==> src/rtl/axi_mm_axis_reader.sv <==
// axi_mm_axis_reader
// Memory-to-stream read engine. A (byte address, byte length) command is
// turned into a series of single-beat AXI4 reads, one outstanding at a time,
// and the returned data leaves as one AXI-Stream frame with per-beat tkeep
// and tlast on the final beat. A one-entry output register holds each beat
// under stream backpressure before the next read address is issued.
//
// Optional feature: define AXI_MM_AXIS_READER_TUSER_EN to add m_axis_tuser,
// which flags each beat whose read response was not OKAY. Without the macro
// errors are only visible through status_error.

`timescale 1ns/1ps

module axi_mm_axis_reader #(
    parameter int DATA_WIDTH = 512,
    parameter int KEEP_WIDTH = DATA_WIDTH / 8,
    parameter int ADDR_WIDTH = 34,
    parameter int ID_WIDTH   = 6,
    parameter int LEN_WIDTH  = 16
) (
    input  logic                  clk,
    input  logic                  rst,

    // command / status
    input  logic [ADDR_WIDTH-1:0] cmd_addr,
    input  logic [LEN_WIDTH-1:0]  cmd_len,
    input  logic                  cmd_valid,
    output logic                  cmd_ready,
    output logic                  status_valid,
    output logic                  status_error,

    // AXI4 read address channel
    output logic [ID_WIDTH-1:0]   m_axi_arid,
    output logic [ADDR_WIDTH-1:0] m_axi_araddr,
    output logic [7:0]            m_axi_arlen,
    output logic [2:0]            m_axi_arsize,
    output logic [1:0]            m_axi_arburst,
    output logic                  m_axi_arlock,
    output logic [3:0]            m_axi_arcache,
    output logic [2:0]            m_axi_arprot,
    output logic                  m_axi_arvalid,
    input  logic                  m_axi_arready,

    // AXI4 read data channel
    input  logic [ID_WIDTH-1:0]   m_axi_rid,
    input  logic [DATA_WIDTH-1:0] m_axi_rdata,
    input  logic [1:0]            m_axi_rresp,
    input  logic                  m_axi_rlast,
    input  logic                  m_axi_rvalid,
    output logic                  m_axi_rready,

    // AXI-Stream output
    output logic [DATA_WIDTH-1:0] m_axis_tdata,
    output logic [KEEP_WIDTH-1:0] m_axis_tkeep,
    output logic                  m_axis_tlast,
    output logic                  m_axis_tvalid,
    input  logic                  m_axis_tready
`ifdef AXI_MM_AXIS_READER_TUSER_EN
    ,
    output logic                  m_axis_tuser
`endif
);

    // Byte offset bits within one beat.
    localparam int OFF = $clog2(KEEP_WIDTH);

    typedef enum logic [1:0] {
        IDLE,
        AR,
        R,
        OUT
    } state_t;

    state_t                state;
    logic [LEN_WIDTH-1:0]  beats_left;
    logic [KEEP_WIDTH-1:0] last_keep;
    logic                  err;

    // Keep mask of the final beat: low (len mod KEEP_WIDTH) lanes, or all
    // lanes when the length is an exact multiple of the beat size.
    function automatic logic [KEEP_WIDTH-1:0] tail_keep(input logic [LEN_WIDTH-1:0] len);
        logic [LEN_WIDTH-1:0]  rem;
        logic [KEEP_WIDTH-1:0] mask;
        rem = len & LEN_WIDTH'(KEEP_WIDTH - 1);
        for (int i = 0; i < KEEP_WIDTH; i++) begin
            mask[i] = (rem == '0) || (i < int'(rem));
        end
        return mask;
    endfunction

    // Number of beats covering len bytes from an aligned start: ceil(len / KEEP_WIDTH).
    function automatic logic [LEN_WIDTH-1:0] beat_count(input logic [LEN_WIDTH-1:0] len);
        logic [LEN_WIDTH:0] sum;
        sum = {1'b0, len} + (LEN_WIDTH + 1)'(KEEP_WIDTH - 1);
        return LEN_WIDTH'(sum >> OFF);
    endfunction

    // Start address with the sub-beat byte offset dropped.
    function automatic logic [ADDR_WIDTH-1:0] align_addr(input logic [ADDR_WIDTH-1:0] addr);
        return addr & ~ADDR_WIDTH'(KEEP_WIDTH - 1);
    endfunction

    // Fixed AXI attributes: single-beat INCR reads of the full bus width.
    assign m_axi_arid    = '0;
    assign m_axi_arlen   = 8'd0;
    assign m_axi_arsize  = 3'(OFF);
    assign m_axi_arburst = 2'b01;
    assign m_axi_arlock  = 1'b0;
    assign m_axi_arcache = 4'd0;
    assign m_axi_arprot  = 3'd0;

    // Read ID and rlast carry no information for single-beat reads.
    logic unused_inputs;
    assign unused_inputs = ^{m_axi_rid, m_axi_rlast};

    // Command sequencer: one address/data/stream round trip per beat.
    always_ff @(posedge clk) begin
        if (rst) begin
            state         <= IDLE;
            cmd_ready     <= 1'b0;
            status_valid  <= 1'b0;
            status_error  <= 1'b0;
            m_axi_araddr  <= '0;
            m_axi_arvalid <= 1'b0;
            m_axi_rready  <= 1'b0;
            m_axis_tdata  <= '0;
            m_axis_tkeep  <= '0;
            m_axis_tlast  <= 1'b0;
            m_axis_tvalid <= 1'b0;
            beats_left    <= '0;
            last_keep     <= '0;
            err           <= 1'b0;
`ifdef AXI_MM_AXIS_READER_TUSER_EN
            m_axis_tuser  <= 1'b0;
`endif
        end else begin
            // Status is a single-cycle pulse unless re-armed below.
            status_valid <= 1'b0;
            status_error <= 1'b0;

            case (state)
                IDLE: begin
                    if (cmd_valid && cmd_ready) begin
                        cmd_ready    <= 1'b0;
                        m_axi_araddr <= align_addr(cmd_addr);
                        beats_left   <= beat_count(cmd_len);
                        last_keep    <= tail_keep(cmd_len);
                        err          <= 1'b0;
                        if (cmd_len == '0) begin
                            // Empty transfer: report completion, touch nothing else.
                            status_valid <= 1'b1;
                        end else begin
                            m_axi_arvalid <= 1'b1;
                            state         <= AR;
                        end
                    end else begin
                        cmd_ready <= 1'b1;
                    end
                end

                AR: begin
                    if (m_axi_arready) begin
                        m_axi_arvalid <= 1'b0;
                        m_axi_rready  <= 1'b1;
                        state         <= R;
                    end
                end

                R: begin
                    if (m_axi_rvalid) begin
                        m_axi_rready  <= 1'b0;
                        m_axis_tdata  <= m_axi_rdata;
                        m_axis_tkeep  <= (beats_left == LEN_WIDTH'(1)) ? last_keep : '1;
                        m_axis_tlast  <= (beats_left == LEN_WIDTH'(1));
                        m_axis_tvalid <= 1'b1;
                        err           <= err | (m_axi_rresp != 2'b00);
`ifdef AXI_MM_AXIS_READER_TUSER_EN
                        m_axis_tuser  <= (m_axi_rresp != 2'b00);
`endif
                        state         <= OUT;
                    end
                end

                OUT: begin
                    if (m_axis_tready) begin
                        m_axis_tvalid <= 1'b0;
                        if (m_axis_tlast) begin
                            status_valid <= 1'b1;
                            status_error <= err;
                            cmd_ready    <= 1'b1;
                            state        <= IDLE;
                        end else begin
                            // Address wraps naturally at 2^ADDR_WIDTH.
                            m_axi_araddr  <= m_axi_araddr + ADDR_WIDTH'(KEEP_WIDTH);
                            m_axi_arvalid <= 1'b1;
                            beats_left    <= beats_left - LEN_WIDTH'(1);
                            state         <= AR;
                        end
                    end
                end

                default: begin
                    state <= IDLE;
                end
            endcase
        end
    end

endmodule

==> config.mk <==
export PLATFORM = sky130hd
export DESIGN_NAME = axi_mm_axis_reader
export DESIGN_NICKNAME = d
export VERILOG_FILES = /design/src/rtl/axi_mm_axis_reader.sv
export SDC_FILE = /design/constraint.sdc
export NUM_CORES = 1
export LEC_CHECK = 0
export ABC_AREA = 1
export CAP_MARGIN = 20
export CORE_AREA = 2 2 470 472
export DETAILED_ROUTE_END_ITERATION = 12
export DIE_AREA = 0 0 472 474
export PLACE_DENSITY = 0.31
export SYNTH_ARGS = -nofsm -noshare
export SYNTH_HDL_FRONTEND = slang
export SYNTH_SLANG_ARGS = --single-unit
export TNS_END_PERCENT = 20
==> constraint.sdc <==
create_clock -name clk -period 2.88 [get_ports clk]
set_input_delay 0.576 -clock clk [delete_from_list [all_inputs] [get_ports clk]]
set_output_delay 0.576 -clock clk [all_outputs]
set_load 0.03 [all_outputs]
Yosys cells after proc, flatten, opt, wreduce, memory -nomap -nowiden:

Index checks and enable logic that the tools add are counted.

* flip-flop bits (word level): 700
* input port bits: 577
* output and inout bits: 644
* logic and storage cells: 220

* add/sub/neg operators: 3
* $lt $le $gt $ge: 64
* equal/unequal tests: 11
* multiplexer cells: 40
* bitwise gates (word level): 4
* reduce and logical (&&, ||, !) cells: 84

Operator list (count)
* $lt A6 B6 Y1 const A: 32
* $mux W34: 3
* $lt A5 B6 Y1 const A: 16
* $pmux W34 S2: 1
* $logic_or A1 B1 Y1: 64
* $mux W64: 1
* $lt A4 B6 Y1 const A: 8
* $mux W16: 3
* $add A34 B7 Y34 const B: 1
* $logic_not A16 Y1: 2
* $pmux W16 S2: 1
* $lt A3 B6 Y1 const A: 4
* $mux W1: 19
* $add A16 B6 Y17 const B: 1
* $eq A16 B1 Y1 const B: 1
* $sub A16 B1 Y16 const B: 1
* $ne A2 B2 Y1 const B: 7
* $lt A1 B6 Y1 const A: 2
* $lt A2 B6 Y1 const A: 2
* $reduce_and A3 Y1: 4
* $mux W2: 5
* $pmux W1 S2: 5
* $reduce_bool A2 Y1: 5
* $pmux W2 S4: 1
* other kinds (13): 17

Longest topological paths before layout:

Gate-level depths: netlist of run 1.

* depth after elaboration: 4
* depth in mapped cells: 10
* gate-level depth less buffers: 10

Worst setup path after synthesis of run 1:

Ideal clock, no wire load.

* kind: register to register
* from: register m_axi_araddr[7]
* to: register m_axi_araddr[22]
* library setup time: 0.116 ns
* data arrival time: 1.642 ns
* data required time: 2.764 ns
* setup slack: 1.122 ns
* stages on the path, launching flop included: 11
* buffers on the path: 0
* cell sequence: dfxtp_1 -> ha_1 -> nand2_1 -> nor2_1 -> nand2_1 -> nor2_1 -> nand3b_1 -> nand2_1 -> nand3_1 -> nand2_1 -> nor2_1

* longest elaborated chain between the ends: 4

RTL lines
* start, declared: RTL line 34 `output logic [ADDR_WIDTH-1:0] m_axi_araddr,`
* start signal, assigned: RTL line 145 `m_axi_araddr <= align_addr(cmd_addr);`
* start signal, assigned: RTL line 194 `m_axi_araddr <= m_axi_araddr + ADDR_WIDTH'(KEEP_WIDTH);`
* $add A34 B7 Y34: RTL line 194
* $mux W34: RTL line 187 `if (m_axis_tlast) begin`
* $mux W34: RTL line 185 `if (m_axis_tready) begin`
* $pmux W34 S2: RTL line 141 `case (state)`

Every way passes these cells. The select of a mux whose other input is x is not followed.
A chain may end at the register's enable or synchronous reset.

Worst setup path after layout of run 1:

* from: register m_axis_tdata[360]
* to: output port m_axis_tdata[360]

RTL lines
* start, declared: RTL line 53 `output logic [DATA_WIDTH-1:0] m_axis_tdata,`
* start signal, assigned: RTL line 172 `m_axis_tdata <= m_axi_rdata;`

No word-level cell between the ends.

==> flow_summary.json, run 1 <==
{
  "core_area_um2": 219000,
  "cts-buffers-inserted": 98,
  "overflow": 0,
  "worstSetupPathType": "flop to primary output",
  "setup_viol": 0,
  "syn_avg_cell_area_um2": 7.45,
  "finalClockSkew_ns": 0.0514,
  "drt_iter0_drc": 1467,
  "cts_root_buffer": "clkbuf_16",
  "p_leak_uw": 0.0160,
  "rsz0062_at_grt": "no",
  "timing_worst_slew_pin_value_ns": 0.722,
  "io_pins": 1221,
  "path_buf_inv": 1,
  "cp-end-kind": "primary output",
  "cp-start-kind": "flop",
  "io_buffers": 1174,
  "hold_violations": 0,
  "arrival_ns": 2.15,
  "num_rows": 172,
  "start_util": 0.120,
  "cp_top_family": "buffers and inverters",
  "r2r-start": "state[0]",
  "vdd_drop_max_uv": 421,
  "die_area_um2": 224000,
  "clock-sinks": 694,
  "synth.largest_area_cell": "dfxtp_1",
  "post_dp_cell_area_um2": 41600,
  "hold_path.startpoint": "rst",
  "postRouteAntennaNets": 0,
  "postCtsHoldBufs": 0,
  "crit_required_ns": 2.30,
  "cts.path.max_buffers": 3,
  "cts-resized-gates": 0,
  "grt_max_degree": 96,
  "nNetsFinal": 5266,
  "startpoint": "m_axis_tdata[360]",
  "finalWorstPathRequiredPeriod_ns": 2.72,
  "synthArstFlopShare": 0,
  "status": "completed",
  "stdcell_area_um2": 44900,
  "track_usage": 0.145,
  "die_w_um": 472,
  "crit_fanout": 2,
  "clk_pin_slew_ns": 0.06,
  "cts_tree": "yes",
  "grt_pass1_wl_um": 228000,
  "yosys_warnings": 0,
  "clock_latency_ns": 0.74,
  "synth_edf_count": 0,
  "slew_headroom": 0.517,
  "htree_levels": 3,
  "synth-main-ff-cell": "dfxtp_1",
  "hpwlAfterDp_um": 134000,
  "max_cap_violations": 0,
  "layout-drive-gt1-share": 0.0660,
  "first_pass_iters": 5,
  "timing.setup.tns_ns": 0,
  "cts_setup_buffers": 0,
  "cpMaxStageDelayCell": "clkdlybuf4s50_1",
  "via_count": 27800,
  "yosys-top-cells-area": "dfxtp_1 (53%), nor2_1 (18%), o21ai_0 (12%), nand2_1 (4.2%), buf_4 (2.5%)",
  "synth_area_um2": 26300,
  "totalWireLength_um": 170000,
  "max_freq_ghz": 0.367,
  "first_global_vias": 27400,
  "synth_cell_types": 41,
  "die_h_um": 474,
  "drv_slew": 0,
  "drc": 0,
  "finalCritPeriodShare": 0.946,
  "vias_per_cell": 3.64,
  "max_stage_delay_ns": 0.77,
  "syn2layout_area_growth_pct": 71.1,
  "gp_congestion": 0.815,
  "synthTopCellsByCount": "nor2_1 (1277), dfxtp_1 (694), o21ai_0 (636)",
  "critical_path.cell_chain": "clkdlybuf4s50_1",
  "netlist_instances": 3524,
  "routedWlPerCell_um": 22.2,
  "synth-seq-cells": 694,
  "seq_area_frac_synth": 0.529,
  "synth_most_common_cell": "nor2_1",
  "holdCritPathClass": "input port to flop",
  "power_density_nw_per_um2": 901,
  "yosys.area.top_type_share": 0.529,
  "antenna_found_initial": 66
}
## path summary, 6_finish.rpt
kind	cells after the start	to	slack (ns)
setup / recovery	1	m_axis_tdata[360]	0.16
setup reg to reg	8	m_axis_tdata[427]	0.44
hold / removal	4	beats_left[2]	0.30
hold reg to reg	2	m_axis_tkeep[0]	0.45
## cell families (layout without fill, tap and decap cells)
| group | after synthesis | after routing | share of synthesized area |
|---|---|---|---|
| other cells | 2 | 40 | 0.000286 |
| simple gates | 1670 | 1670 | 0.246 |
| buf+inv | 353 | 1558 | 0.0639 |
| flops | 694 | 694 | 0.529 |
| xor+xnor | 8 | 8 | 0.00267 |
| compound gates | 789 | 789 | 0.154 |
| fa+ha+maj | 8 | 8 | 0.00381 |
## per-stage QoR
step / power (µW) / utilization / std cells / hold slack, ns / setup slack, ns
floorplan: 20700 / - / 3555 / 0.434 / 1.12
global placement: 28400 / 0.190 / 7452 / 0.451 / 0.294
detailed placement: 28300 / 0.190 / 7452 / 0.456 / 0.277
CTS: 41400 / 0.205 / 7631 / 0.204 / 0.0704
global route: 42800 / 0.205 / 7634 / 0.239 / 0.0628
finish: 40500 / 0.205 / 7638 / 0.296 / 0.157
## power by group
| group | total (µW) | internal, µW | switching [µW] |
|---|---|---|---|
| registers | 13100 | 11600 | 1450 |
| logic | 14800 | 5570 | 9250 |
| clock network | 12500 | 7430 | 5120 |
## cell usage in the layout (no fill, tap or decap), drive strengths merged, types with 2 or more instances in the layout
| cell | n |
|---|---|
| conb | 33 |
| clkbuf | 146 |
| buf | 130 |
| clkinv | 21 |
| xor2 | 8 |
| nand3b | 2 |
| a21oi | 117 |
| clkdlybuf4s50 | 1161 |
| o21bai | 2 |
| dfxtp | 694 |
| clkinvlp | 4 |
| a31oi | 13 |
| nor3 | 12 |
| o21ai | 640 |
| ha | 8 |
| a22oi | 2 |
| nand3 | 59 |
| nor3b | 2 |
| o31ai | 4 |
| or2 | 3 |
| a211oi | 5 |
| nand2 | 298 |
| diode | 7 |
| o211ai | 2 |
| nand4 | 10 |
| nor2 | 1283 |
| inv | 90 |
| bufinv | 6 |
## state kept, by name (all words and copies together) (netlist names), 2 cells and up
name and count:
m_axi_araddr 28, m_axis_tdata 512, state 2, last_keep 64, m_axis_tkeep 64, beats_left 16
## metal layers
metal	GRT usage	vias up	share of wire
met2	0.226	961	0.44
li1	-	13600	-
met5	0	-	0.0024
met1	0.170	12900	0.41
met4	0.0398	62	0.028
met3	0.0803	274	0.12
## area by class of cell
class                   count  area, µm²
clock inverters            33        397
inverters                  88        345
clock buffers             146       2880
flip-flops and latches    694      13900
repair buffers           1291      13000
diodes                      7       17.5
fillers                 24500     174000
well taps                2871       3590
multi-input cells        2508      10800
Power figures use the tool's default switching activity.
==> run 2, diff against run 1 <==
- CORE_AREA: 2 2 470 472 -> 2 2 469 471
- DIE_AREA: 0 0 472 474 -> 0 0 471 473
- clock period: 2.88 -> 2.95 ns (I/O delays scaled with it)
==> flow_summary.json, run 2 (synthesis results as in run 1) <==
{
  "status": "completed",
  "first_global_vias": 27500,
  "timing.setup.tns_ns": 0,
  "reg2regPathDepth": 8,
  "overflow": 0,
  "drv_slew": 0,
  "cts-buffers-inserted": 96,
  "grt_pass1_wl_um": 232000,
  "cts-resized-gates": 0,
  "largest_reg_flops": 512,
  "stdcell_area_um2": 44700,
  "cts.path.max_buffers": 3,
  "min_path_cells": 4,
  "power_density_nw_per_um2": 880,
  "fillers": 24500,
  "grt.busiest_layer": "met2",
  "final_common_cell": "nor2_1",
  "cp_top_family": "buffers and inverters",
  "io_buffers": 1174,
  "htree_levels": 3,
  "vdd_drop_max_uv": 396,
  "postRouteAntennaNets": 0,
  "largest_registers": "m_axis_tdata x512, last_keep x64, m_axis_tkeep x64",
  "via_count": 28000,
  "cts_root_buffer": "clkbuf_16",
  "cp-end-kind": "primary output",
  "crit_required_ns": 2.36,
  "start_util": 0.120,
  "worstSetupPathType": "flop to primary output",
  "rr_endpoint": "m_axis_tdata[298]",
  "gp_congestion": 0.822,
  "finalClockSkew_ns": 0.0322,
  "layout_common_cells": "nor2_1 (1277), clkdlybuf4s50_1 (1173), dfxtp_1 (694), o21ai_0 (636), nand2_1 (293)",
  "slew_headroom": 0.466,
  "finalWorstPathRequiredPeriod_ns": 2.65,
  "post_dp_cell_area_um2": 41500,
  "hold_violations": 0,
  "io_pins": 1221,
  "reg2reg_slack_ns": 0.52,
  "clock-sinks": 694,
  "grtUsageMet2": 0.238,
  "arrival_ns": 2.06,
  "die_h_um": 473,
  "cp-start-kind": "flop",
  "rsz0062_at_grt": "no",
  "r2r-start": "state[0]",
  "cpMaxStageDelayCell": "clkdlybuf4s50_1",
  "setup_viol": 0,
  "top_register": "m_axis_tdata",
  "cts_tree": "yes",
  "core_area_um2": 218000,
  "num_rows": 172,
  "crit_fanout": 2,
  "postCtsHoldBufs": 0,
  "grt_max_degree": 108,
  "clock_latency_ns": 0.73,
  "max_cap_violations": 0,
  "hold-path-endpoint": "beats_left[8]",
  "die_w_um": 471,
  "die_area_um2": 223000,
  "antenna_found_initial": 78,
  "p_leak_uw": 0.0159,
  "finalCritPeriodShare": 0.897,
  "nNetsFinal": 5247,
  "hpwlAfterDp_um": 134000,
  "syn2layout_area_growth_pct": 70.2,
  "vias_per_cell": 3.67,
  "first_pass_iters": 5,
  "max_stage_delay_ns": 0.76,
  "critical_path.cell_chain": "clkdlybuf4s50_1",
  "routedWlPerCell_um": 22.5,
  "clk_pin_slew_ns": 0.06,
  "hold_path.startpoint": "rst",
  "timing_worst_slew_pin_value_ns": 0.800,
  "path_buf_inv": 1,
  "drt_iter0_drc": 1542,
  "cts_setup_buffers": 0,
  "holdWs_ns": 0.265,
  "layout-drive-gt1-share": 0.0589,
  "max_freq_ghz": 0.378,
  "totalWireLength_um": 172000,
  "met1_usage": 0.172,
  "cp_num_cells": 1,
  "holdCritPathClass": "input port to flop",
  "drc": 0,
  "p_total_uw": 39300,
  "met3_usage": 0.0806,
  "track_usage": 0.148
}
-- run 2: power breakdown --
| group | switching (µW) | total (µW) | internal [µW] |
|---|---|---|---|
| Sequential | 1460 | 12800 | 11400 |
| Combinational | 8970 | 14300 | 5310 |
| Clock | 4950 | 12200 | 7290 |
-- run 2: layout make-up --
cell class | instances | area [µm²] | share of cell area
flip-flops and latches | 694 | 13900 | 0.311
repair buffers | 1274 | 12800 | 0.287
multi-input cells | 2508 | 10800 | 0.242
well taps | 2871 | 3590 | 0.0804
clock buffers | 132 | 2680 | 0.0599
clock inverters | 37 | 528 | 0.0118
inverters | 88 | 345 | 0.00773
diodes | 13 | 32.5 | 0.000728
-- run 2: how the worst max path moves through the flow --
stage                        endpoint  slack [ns]         startpoint
floorplan            m_axi_araddr[22]        1.19    m_axi_araddr[7]
global placement    m_axis_tdata[491]        0.19       m_axi_rvalid
detailed placement  m_axis_tdata[491]        0.19       m_axi_rvalid
CTS                 m_axis_tdata[484]        0.12  m_axis_tdata[484]
global route        m_axis_tdata[285]        0.15  m_axis_tdata[285]
finish              m_axis_tdata[361]        0.30  m_axis_tdata[361]
-- run 2: layer usage --
layer	wire [µm]	vias to the layer above	share of wire
met5	311	-	0.0018
met4	3110	54	0.018
met3	20600	262	0.12
met2	77300	1003	0.45
met1	70400	13100	0.41
li1	-	13600	-
-- run 2: stage by stage --
step | util | setup WS, ns | cells
finish | 0.205 | 0.304 | 7617
global route | 0.205 | 0.151 | 7606
CTS | 0.205 | 0.120 | 7604
detailed placement | 0.190 | 0.193 | 7435
global placement | 0.190 | 0.190 | 7435
floorplan | - | 1.19 | 3555
